`config.mk`:
```
export PLATFORM = sky130hd
export DESIGN_NAME = calc_entry_ctrl
export DESIGN_NICKNAME = d
export VERILOG_FILES = /design/src/rtl/calc_pkg.sv /design/src/rtl/keypad_scan.sv /design/src/rtl/calc_entry_ctrl.sv
export SDC_FILE = /design/constraint.sdc
export NUM_CORES = 1
export LEC_CHECK = 0
export BUFFER_PORTS_ARGS = -buffer_cell sky130_fd_sc_hd__buf_2
export CAP_MARGIN = 20
export CORE_UTILIZATION = 51
export CTS_CLUSTER_SIZE = 14
export DETAILED_ROUTE_END_ITERATION = 8
export GPL_ROUTABILITY_DRIVEN = 0
export PLACE_DENSITY_LB_ADDON = 0.1
export SLEW_MARGIN = 20
export SYNTH_ARGS = -nofsm -noshare
export SYNTH_HDL_FRONTEND = slang
export SYNTH_SLANG_ARGS = --single-unit
export TNS_END_PERCENT = 20
```
`constraint.sdc`:
```
create_clock -name clk -period 2.25 [get_ports clk]
set_input_delay 0.45 -clock clk [delete_from_list [all_inputs] [get_ports clk]]
set_output_delay 0.45 -clock clk [all_outputs]
set_load 0.005 [all_outputs]
```
`src/rtl/calc_pkg.sv`:
```
// rtl/calc_pkg.sv - key codes, opcodes, state encodings and helpers for the keypad calculator
//
// Purpose: definitions shared by keypad_scan and calc_entry_ctrl.
//   KEY_* : 4-bit key event codes (digits are their own value)
//   OP_*  : arithmetic unit opcodes
//   entry_state_t / scan_state_t : controller and scanner state encodings
//   keymap()   : (row, col) -> key code
//   op_of_key(): operator key -> opcode
//   bcd_ndig() : count of significant BCD digits (0 for zero)
package calc_pkg;

   localparam logic [3:0] KEY_0   = 4'd0;
   localparam logic [3:0] KEY_1   = 4'd1;
   localparam logic [3:0] KEY_2   = 4'd2;
   localparam logic [3:0] KEY_3   = 4'd3;
   localparam logic [3:0] KEY_4   = 4'd4;
   localparam logic [3:0] KEY_5   = 4'd5;
   localparam logic [3:0] KEY_6   = 4'd6;
   localparam logic [3:0] KEY_7   = 4'd7;
   localparam logic [3:0] KEY_8   = 4'd8;
   localparam logic [3:0] KEY_9   = 4'd9;
   localparam logic [3:0] KEY_ADD = 4'd10;
   localparam logic [3:0] KEY_SUB = 4'd11;
   localparam logic [3:0] KEY_MUL = 4'd12;
   localparam logic [3:0] KEY_DIV = 4'd13;
   localparam logic [3:0] KEY_EQ  = 4'd14;
   localparam logic [3:0] KEY_CLR = 4'd15;

   localparam logic [1:0] OP_ADD = 2'b00;
   localparam logic [1:0] OP_SUB = 2'b01;
   localparam logic [1:0] OP_MUL = 2'b10;
   localparam logic [1:0] OP_DIV = 2'b11;

   typedef enum logic [2:0] {ENTER_A, OP_WAIT, ENTER_B, CALC, SHOW} entry_state_t;
   typedef enum logic [1:0] {SCAN, PRESS_DB, EMIT, RELEASE_DB} scan_state_t;

   function automatic logic [3:0] keymap(input logic [1:0] row, input logic [1:0] col);
      logic [3:0] k;
      case ({row, col})
         4'h0:    k = KEY_1;
         4'h1:    k = KEY_2;
         4'h2:    k = KEY_3;
         4'h3:    k = KEY_ADD;
         4'h4:    k = KEY_4;
         4'h5:    k = KEY_5;
         4'h6:    k = KEY_6;
         4'h7:    k = KEY_SUB;
         4'h8:    k = KEY_7;
         4'h9:    k = KEY_8;
         4'hA:    k = KEY_9;
         4'hB:    k = KEY_MUL;
         4'hC:    k = KEY_CLR;
         4'hD:    k = KEY_0;
         4'hE:    k = KEY_EQ;
         default: k = KEY_DIV;
      endcase
      return k;
   endfunction

   // Operator keys are contiguous and ordered like the opcodes.
   function automatic logic [1:0] op_of_key(input logic [3:0] k);
      logic [3:0] d;
      d = k - KEY_ADD;
      return d[1:0];
   endfunction

   function automatic logic [3:0] bcd_ndig(input logic [31:0] v);
      logic [3:0] n;
      n = 4'd0;
      for (int i = 0; i < 8; i++)
         if (v[4*i +: 4] != 4'd0) n = 4'(i + 1);
      return n;
   endfunction

endpackage

```
`src/rtl/keypad_scan.sv`:
```
// rtl/keypad_scan.sv - 4x4 keypad row scanner with press/release debounce
//
// Purpose: drives one keypad row low at a time, locks onto a single pressed
// column, debounces press and release, and emits one key event per press.
// Ports:
//   clk, rst_n         : clock, asynchronous active-low reset
//   kp_col_n[3:0]      : keypad columns, active-low (asynchronous to clk)
//   kp_row_n[3:0]      : row drive, one-hot low
//   key_valid          : one-cycle key event strobe
//   key_code[3:0]      : key code, valid with key_valid
module keypad_scan
   import calc_pkg::*;
#(
   parameter int SCAN_CYC     = 5000,
   parameter int DEBOUNCE_CYC = 500000
) (
   input  logic       clk,
   input  logic       rst_n,
   input  logic [3:0] kp_col_n,
   output logic [3:0] kp_row_n,
   output logic       key_valid,
   output logic [3:0] key_code
);

   localparam int SW = $clog2(SCAN_CYC + 1);
   localparam int DW = $clog2(DEBOUNCE_CYC + 1);

   scan_state_t   state, state_nx;
   logic [3:0]    col_meta, col_s, col_snap;
   logic [1:0]    row_idx;
   logic [SW-1:0] scan_cnt;
   logic [DW-1:0] db_cnt;
   logic          settled, db_done;

   function automatic logic one_low(input logic [3:0] c_n);
      logic [3:0] c;
      c = ~c_n;
      return (c != 4'd0) && ((c & (c - 4'd1)) == 4'd0);
   endfunction

   function automatic logic [1:0] col_idx(input logic [3:0] c_n);
      logic [1:0] i;
      case (c_n)
         4'b1110: i = 2'd0;
         4'b1101: i = 2'd1;
         4'b1011: i = 2'd2;
         default: i = 2'd3;
      endcase
      return i;
   endfunction

   // col_s lags the pins by two cycles, so the first two cycles of each
   // row slot still show the previous row and must not be decoded.
   assign settled = (scan_cnt >= SW'(2));
   assign db_done = (db_cnt == DW'(DEBOUNCE_CYC - 1));

   always_ff @(posedge clk or negedge rst_n) begin
      if (!rst_n) state <= SCAN;
      else        state <= state_nx;
   end

   always_comb begin
      state_nx = state;
      case (state)
         SCAN:       if (settled && one_low(col_s)) state_nx = PRESS_DB;
         // A pattern that stays stable but is not a single key (released, or
         // several keys) abandons the press without an event.
         PRESS_DB:   if (col_s == col_snap && db_done)
                        state_nx = one_low(col_snap) ? EMIT : SCAN;
         EMIT:       state_nx = RELEASE_DB;
         RELEASE_DB: if (col_s == 4'hF && db_done) state_nx = SCAN;
         default:    state_nx = SCAN;
      endcase
   end

   always_ff @(posedge clk or negedge rst_n) begin
      if (!rst_n) begin
         col_meta <= 4'hF;
         col_s    <= 4'hF;
         col_snap <= 4'hF;
         row_idx  <= 2'd0;
         scan_cnt <= '0;
         db_cnt   <= '0;
      end else begin
         col_meta <= kp_col_n;
         col_s    <= col_meta;
         case (state)
            SCAN: begin
               col_snap <= col_s;
               db_cnt   <= DW'(1);
               if (state_nx != SCAN) begin
                  scan_cnt <= '0;
               end else if (scan_cnt == SW'(SCAN_CYC - 1)) begin
                  scan_cnt <= '0;
                  row_idx  <= row_idx + 2'd1;
               end else begin
                  scan_cnt <= scan_cnt + SW'(1);
               end
            end
            PRESS_DB: begin
               if (col_s != col_snap) begin
                  col_snap <= col_s;
                  db_cnt   <= DW'(1);
               end else if (!db_done) begin
                  db_cnt <= db_cnt + DW'(1);
               end
            end
            EMIT: db_cnt <= '0;
            default: begin
               if (col_s != 4'hF)  db_cnt <= '0;
               else if (!db_done)  db_cnt <= db_cnt + DW'(1);
            end
         endcase
      end
   end

   always_comb begin
      kp_row_n  = ~(4'b0001 << row_idx);
      key_valid = (state == EMIT);
      key_code  = keymap(row_idx, col_idx(col_snap));
   end

endmodule

```
`src/rtl/calc_entry_ctrl.sv`:
```
// rtl/calc_entry_ctrl.sv - keypad calculator entry sequencer, ALU handshake and display source
//
// Purpose: turns key events into signed BCD operands A/B and an operator,
// requests the arithmetic unit, and selects what the HEX display shows.
// Optional build macro: CALC_CHAIN_EN (operator in SHOW continues from the result).
// Ports:
//   clk, rst_n                       : clock, asynchronous active-low reset
//   kp_col_n / kp_row_n              : keypad columns in / row drive out
//   alu_req, alu_op                  : request (held until alu_done), opcode
//   alu_a, alu_a_neg, alu_b, alu_b_neg : BCD operands and signs
//   alu_done, alu_res, alu_res_neg, alu_ovf : result handshake from the ALU
//   disp_bcd, disp_ndig, disp_neg, disp_blank : display stage value
module calc_entry_ctrl
   import calc_pkg::*;
#(
   parameter int SCAN_CYC     = 5000,
   parameter int DEBOUNCE_CYC = 500000,
   parameter int NDIG         = 8
) (
   input  logic        clk,
   input  logic        rst_n,
   input  logic [3:0]  kp_col_n,
   output logic [3:0]  kp_row_n,
   output logic        alu_req,
   output logic [1:0]  alu_op,
   output logic [31:0] alu_a,
   output logic        alu_a_neg,
   output logic [31:0] alu_b,
   output logic        alu_b_neg,
   input  logic        alu_done,
   input  logic [31:0] alu_res,
   input  logic        alu_res_neg,
   input  logic        alu_ovf,
   output logic [31:0] disp_bcd,
   output logic [3:0]  disp_ndig,
   output logic        disp_neg,
   output logic        disp_blank
);

   entry_state_t state, state_nx;
   logic         key_valid;
   logic [3:0]   key_code;
   logic [3:0]   a_ndig, b_ndig, nd;
   logic [31:0]  res_bcd;
   logic         res_neg, res_blank, clear_pending;
   logic         is_digit, is_op, clr_now, do_clear, chain_ok, a_dig_ok, b_dig_ok;

   keypad_scan #(
      .SCAN_CYC     (SCAN_CYC),
      .DEBOUNCE_CYC (DEBOUNCE_CYC)
   ) u_scan (
      .clk       (clk),
      .rst_n     (rst_n),
      .kp_col_n  (kp_col_n),
      .kp_row_n  (kp_row_n),
      .key_valid (key_valid),
      .key_code  (key_code)
   );

   assign is_digit = (key_code <= KEY_9);
   assign is_op    = (key_code >= KEY_ADD) && (key_code <= KEY_DIV);
   // Leading zeros are absorbed and digits beyond NDIG are dropped.
   assign a_dig_ok = !(a_ndig == 4'd0 && key_code == KEY_0) && (a_ndig < 4'(NDIG));
   assign b_dig_ok = !(b_ndig == 4'd0 && key_code == KEY_0) && (b_ndig < 4'(NDIG));
   assign clr_now  = clear_pending || (key_valid && key_code == KEY_CLR);
   // C during CALC is deferred until the ALU answers so the handshake completes.
   assign do_clear = (state == CALC) ? (alu_done && clr_now)
                                     : (key_valid && key_code == KEY_CLR);

`ifdef CALC_CHAIN_EN
   assign chain_ok = ~res_blank;
`else
   assign chain_ok = 1'b0;
`endif

   always_ff @(posedge clk or negedge rst_n) begin
      if (!rst_n) state <= ENTER_A;
      else        state <= state_nx;
   end

   always_comb begin
      state_nx = state;
      case (state)
         ENTER_A: if (key_valid && is_op && a_ndig != 4'd0) state_nx = OP_WAIT;
         OP_WAIT: if (key_valid && is_digit)                state_nx = ENTER_B;
         ENTER_B: if (key_valid && key_code == KEY_EQ)      state_nx = CALC;
         CALC:    if (alu_done) state_nx = clr_now ? ENTER_A : SHOW;
         SHOW: begin
            if (key_valid && is_digit)                  state_nx = ENTER_A;
            else if (key_valid && is_op && chain_ok)    state_nx = OP_WAIT;
         end
         default: state_nx = ENTER_A;
      endcase
      if (state != CALC && key_valid && key_code == KEY_CLR) state_nx = ENTER_A;
   end

   always_ff @(posedge clk or negedge rst_n) begin
      if (!rst_n) begin
         alu_req <= 1'b0;  alu_op <= OP_ADD;
         alu_a <= '0;      alu_a_neg <= 1'b0;  a_ndig <= 4'd0;
         alu_b <= '0;      alu_b_neg <= 1'b0;  b_ndig <= 4'd0;
         res_bcd <= '0;    res_neg <= 1'b0;    res_blank <= 1'b0;
         clear_pending <= 1'b0;
      end else if (do_clear) begin
         alu_req <= 1'b0;  alu_op <= OP_ADD;
         alu_a <= '0;      alu_a_neg <= 1'b0;  a_ndig <= 4'd0;
         alu_b <= '0;      alu_b_neg <= 1'b0;  b_ndig <= 4'd0;
         res_bcd <= '0;    res_neg <= 1'b0;    res_blank <= 1'b0;
         clear_pending <= 1'b0;
      end else if (state == CALC) begin
         if (key_valid && key_code == KEY_CLR) clear_pending <= 1'b1;
         if (alu_done) begin
            alu_req   <= 1'b0;
            res_bcd   <= alu_res;
            res_neg   <= alu_res_neg;
            res_blank <= alu_ovf;
         end
      end else if (key_valid) begin
         case (state)
            ENTER_A: begin
               if (is_digit) begin
                  if (a_dig_ok) begin
                     alu_a  <= {alu_a[27:0], key_code};
                     a_ndig <= a_ndig + 4'd1;
                  end
               end else if (key_code == KEY_SUB && a_ndig == 4'd0) begin
                  alu_a_neg <= ~alu_a_neg;
               end else if (is_op && a_ndig != 4'd0) begin
                  alu_op <= op_of_key(key_code);
               end
            end
            OP_WAIT: begin
               if (is_digit) begin
                  if (b_dig_ok) begin
                     alu_b  <= {alu_b[27:0], key_code};
                     b_ndig <= b_ndig + 4'd1;
                  end
               end else if (key_code == KEY_SUB) begin
                  alu_b_neg <= ~alu_b_neg;
               end else if (is_op) begin
                  alu_op <= op_of_key(key_code);
               end
            end
            ENTER_B: begin
               if (is_digit && b_dig_ok) begin
                  alu_b  <= {alu_b[27:0], key_code};
                  b_ndig <= b_ndig + 4'd1;
               end else if (key_code == KEY_EQ) begin
                  alu_req <= 1'b1;
               end
            end
            SHOW: begin
               if (is_digit) begin
                  alu_op <= OP_ADD;
                  alu_a  <= {28'd0, key_code};
                  a_ndig <= (key_code == KEY_0) ? 4'd0 : 4'd1;
                  alu_a_neg <= 1'b0;
                  alu_b <= '0;      alu_b_neg <= 1'b0;  b_ndig <= 4'd0;
                  res_bcd <= '0;    res_neg <= 1'b0;    res_blank <= 1'b0;
               end else if (is_op && chain_ok) begin
                  alu_op    <= op_of_key(key_code);
                  alu_a     <= res_bcd;
                  alu_a_neg <= res_neg;
                  a_ndig    <= bcd_ndig(res_bcd);
                  alu_b <= '0;      alu_b_neg <= 1'b0;  b_ndig <= 4'd0;
               end
            end
            default: ;
         endcase
      end
   end

   always_comb begin
      disp_bcd   = alu_a;
      disp_neg   = alu_a_neg;
      disp_blank = 1'b0;
      nd         = a_ndig;
      case (state)
         ENTER_B, CALC: begin
            disp_bcd = alu_b;
            disp_neg = alu_b_neg;
            nd       = b_ndig;
         end
         SHOW: begin
            disp_bcd   = res_bcd;
            disp_neg   = res_neg;
            disp_blank = res_blank;
            nd         = bcd_ndig(res_bcd);
         end
         default: ;
      endcase
      disp_ndig = (nd == 4'd0) ? 4'd1 : nd;
   end

endmodule
```
==> summary.txt <==
Status: finished with violations
Violated checks: setup timing
Clock skew: 0.009652 ns
Initial detailed-routing violation count: 528
Slew Limit Fails: 0
Share of layout cells above drive strength 1: 31.64%
CTS tree: done
Met2 Use GR: 49.79%
Number of buffers created by CTS: 17
# rows: 47
Initial Util: 52.11%
Clk root buf: clkbuf_16
Hold Crit Class: in2reg
First-pass GRT wire length: 39810 um
Gr usage total: 29.20%
Mux share of post-synthesis cell area: 1.439%
Main synth FF type: dfrtp_1
Routed via count: 8039
Post-Syn Area: 0.008611 sq mm
Final hold slack: 0.1154 ns
Layout area overhead: 32.36%
Drt via density: 5.594
Core footprint: 0.01652 sq mm
Busiest layer in global routing: met2
Initial antenna violation count: 0
DIE HEIGHT: 131.9 um
Critical Path End Type: primary output
IO Count: 152
Mean post-synth cell area: 8.760 sq um
Final worst slack: -0.4375 ns
Final hold viol count: 0
Compound-Gate Fraction of Synth Area: 17.12%
Seq/Total Area, Yosys: 47.54%
DRC viols: 0
Inst Count DP: 1391
Post-synth ARST share: 100.0%
Clk pwr share: 47.4%
Max-Cap Viols: 0
Sw Ratio: 24.07%
Maximum VDD drop: 0.0005845 V
Fmax: 372.1 MHz
Final Cycle Share: 119.4%
Adder-Cell Fraction of Synth Area: 1.598%
Vias in the first global route: 7685
Met1 usage: 35.62%
Worst slew margin: 66.27%
Seq pwr share: 45.9%
Worst Path Max Fanout: 2
Xor/xnor cell area share of the yosys netlist: 3.022%
Largest net degree at the start of global routing: 54
DP Wirelength: 17430 um
Cell area power density: 594.6 mW/mm^2
Clock Sinks: 163
Die Area: 0.01741 sq mm
Slowest CP cell: dfrtp_1
N_diodes: 0
R2r setup slk: 0.07 ns
RSZ-0062 raised after global routing: true
PortBufs: 151
# H-tree levels: 4
Synth unique cells: 81
Final Total Pwr: 6.776 mW
Utilization after layout: 68.97%
Mapped Cells: 983
Post-synth EDFFs: 0
Lkg Pwr: 5.330 nW
Psw: 1.631 mW
GR Util met3: 3.806%
Main combinational cell family by area after synthesis: simple AND/OR/NAND/NOR gates
Setup slack at placement: -0.1270 ns
Synth Area in Simple Gates: 23.68%
Worst skew pair latency: 0.43 ns
Combinational power share: 6.7%
Slowest stage delay, CP: 0.41 ns
Non-filler cells, final: 1437
Clk slew on worst S/H paths: 0.07 ns
Tightest Pin Transition: 0.4995 ns
CP startpoint kind: register
Minimum clock period: 2.687 ns
Fillers: 1337
Die width: 131.9 um
Syn nets: 1035
Critical path class: reg2out
Antenna viol nets, final: 0
DR pass1 iterations: 5
WP data required: 1.80 ns
Sequence of cells on the critical path: nor4_4 > buf_4 > nand2_2 > a31oi_1 > o221ai_2 > or3_1 > o2111ai_2 > buf_2
Critical path arrival: 2.24 ns
Max clock buf depth: 2
Final WL: 24630 um
Global route total overflow: 0
Final Setup Violations: 37
Post-DR wirelength/cell: 17.14 um
Internal: 5.146 mW
Synth warn: 0
Final nets: 1256
FF+latch count, synth: 163
-- cells in the mapped netlist, types with 4 or more instances --
master | n | area, sq um
o31ai_1 | 4 | 30.03
a22oi_1 | 22 | 165.2
nand2_1 | 209 | 784.5
o21ai_0 | 77 | 385.4
nor2_1 | 65 | 244.0
nand2b_1 | 7 | 43.79
nor4_1 | 12 | 75.07
or3_1 | 6 | 37.54
mux2i_1 | 9 | 90.09
nand4_1 | 6 | 37.54
buf_1 | 4 | 15.01
ha_1 | 11 | 137.6
buf_4 | 6 | 45.04
a21oi_1 | 16 | 80.08
or2_2 | 4 | 25.02
dfstp_2 | 12 | 315.3
xor2_1 | 18 | 157.7
and3_1 | 8 | 50.05
buf_2 | 19 | 95.09
nor2b_1 | 6 | 37.54
xnor2_1 | 8 | 70.07
inv_1 | 53 | 198.9
dfrtp_1 | 151 | 3779
clkbuf_1 | 27 | 101.4
a221o_1 | 13 | 130.1
nand4b_1 | 6 | 52.55
nand3_1 | 61 | 305.3
o21ai_1 | 40 | 200.2
nor3_1 | 17 | 85.08
a211oi_1 | 4 | 30.03
-- critical path, delay by kind of cell (launching register included) --
kind | cells | cell delay [ns]
DFF | 1 | 0.41
AOI/OAI and AO/OA | 3 | 0.41
buffers and inverters | 2 | 0.31
and+or+nand+nor | 3 | 0.68
-- per-layer routing --
metal / routed length, um / vias to the layer above
met4: 1286 / 0
met2: 12520 / 285
li1: - / 3846
met5: 0 / -
met1: 9707 / 3846
met3: 1116 / 62
-- registers in the layout (all words and copies together), names as in the netlist, 2 cells and up --
name,cells
u_scan.scan_cnt,13
alu_b,32
u_scan.state,2
u_scan.col_snap,4
res_bcd,32
u_scan.row_idx,2
u_scan.db_cnt,19
a_ndig,4
state,3
alu_a,32
u_scan.col_s,4
alu_op,2
u_scan.col_meta,4
b_ndig,4
-- power groups by stage --
stage / registers [mW] / clock network [mW] / logic (mW)
global route: 3.12 / 3.37 / 0.510
global placement: 3.15 / 0 / 0.429
finish: 3.11 / 3.21 / 0.455
detailed placement: 3.15 / 0 / 0.438
floorplan: 3.13 / 0 / 0.208
CTS: 3.10 / 3.26 / 0.443
-- cell type report --
class,instances,area [sq um],share of cell area (%)
clock buffer,18,439.2,3.853
clock inverter,14,219.0,1.921
inverter,54,202.7,1.778
multi-input combinational,708,4307,37.79
sequential,163,4099,35.96
tap,220,275.3,2.415
timing repair buffer,260,1856,16.28
-- metrics by stage --
step / TNS (ns) / instance area [sq um]
2_1_floorplan: -0.02829 / 8620
3_3_place_gp: -0.1524 / 10270
3_5_place_dp: -0.1295 / 10270
4_1_cts: -3.407 / 11100
5_1_grt: -9.030 / 11400
6_report: -5.765 / 11400
-- layout by cell type, fill, tap and decap left out, types with 6 or more instances in the layout --
| master | Yosys | layout |
|---|---|---|
| o21ai_0 | 77 | 76 |
| clkbuf_16 | 0 | 17 |
| a21oi_1 | 16 | 14 |
| nand3_1 | 61 | 61 |
| nor2_2 | 3 | 6 |
| buf_12 | 0 | 13 |
| buf_2 | 19 | 149 |
| a221o_1 | 13 | 13 |
| nor3_1 | 17 | 17 |
| mux2i_1 | 9 | 8 |
| a22oi_1 | 22 | 21 |
| xor2_1 | 18 | 18 |
| nand2_2 | 0 | 9 |
| buf_6 | 2 | 11 |
| xnor2_1 | 8 | 8 |
| ha_1 | 11 | 11 |
| nand2_1 | 209 | 197 |
| dfstp_2 | 12 | 11 |
| buf_4 | 6 | 80 |
| nand2b_1 | 7 | 7 |
| or3_1 | 6 | 6 |
| inv_1 | 53 | 52 |
| nand4_1 | 6 | 6 |
| o21ai_1 | 40 | 40 |
| dfrtp_1 | 151 | 150 |
| and3_1 | 8 | 8 |
| nand4b_1 | 6 | 6 |
| nor2_1 | 65 | 57 |
-- cell families (layout without fill, tap and decap cells) --
logic type                 count (synthesis)  in the layout
AOI/OAI and AO/OA                        221            221
xor gates and xnor gates                  28             28
adders and majority gates                 11             11
buffers and inverters                    112            346
DFF                                      163            163
muxes                                     12             12
and+or+nand+nor                          436            436
-- worst paths after layout --
| path | start | to | depth (start not counted) |
|---|---|---|---|
| worst max-delay path | res_bcd[22] | disp_ndig[0] | 8 |
| worst min-delay path | kp_col_n[3] | u_scan.col_meta[3] | 1 |
| worst max register to register | u_scan.col_snap[0] | state[1] | 7 |
| worst min register to register | u_scan.col_meta[2] | u_scan.col_s[2] | 0 |
| max in group asynchronous | rst_n | b_ndig[0] | 3 |
| min in group asynchronous | rst_n | res_bcd[23] | 2 |
-- timing repair --
item	4_1_cts	5_1_grt
setup endpoints to repair	39	148
buffers inserted	3	9
cloned	2	1
hold endpoints to repair	40	0
pin swaps	6	11
hold buffers	1	0
resized for setup	24	59
Note: power is estimated with default switching activity, not from simulation.
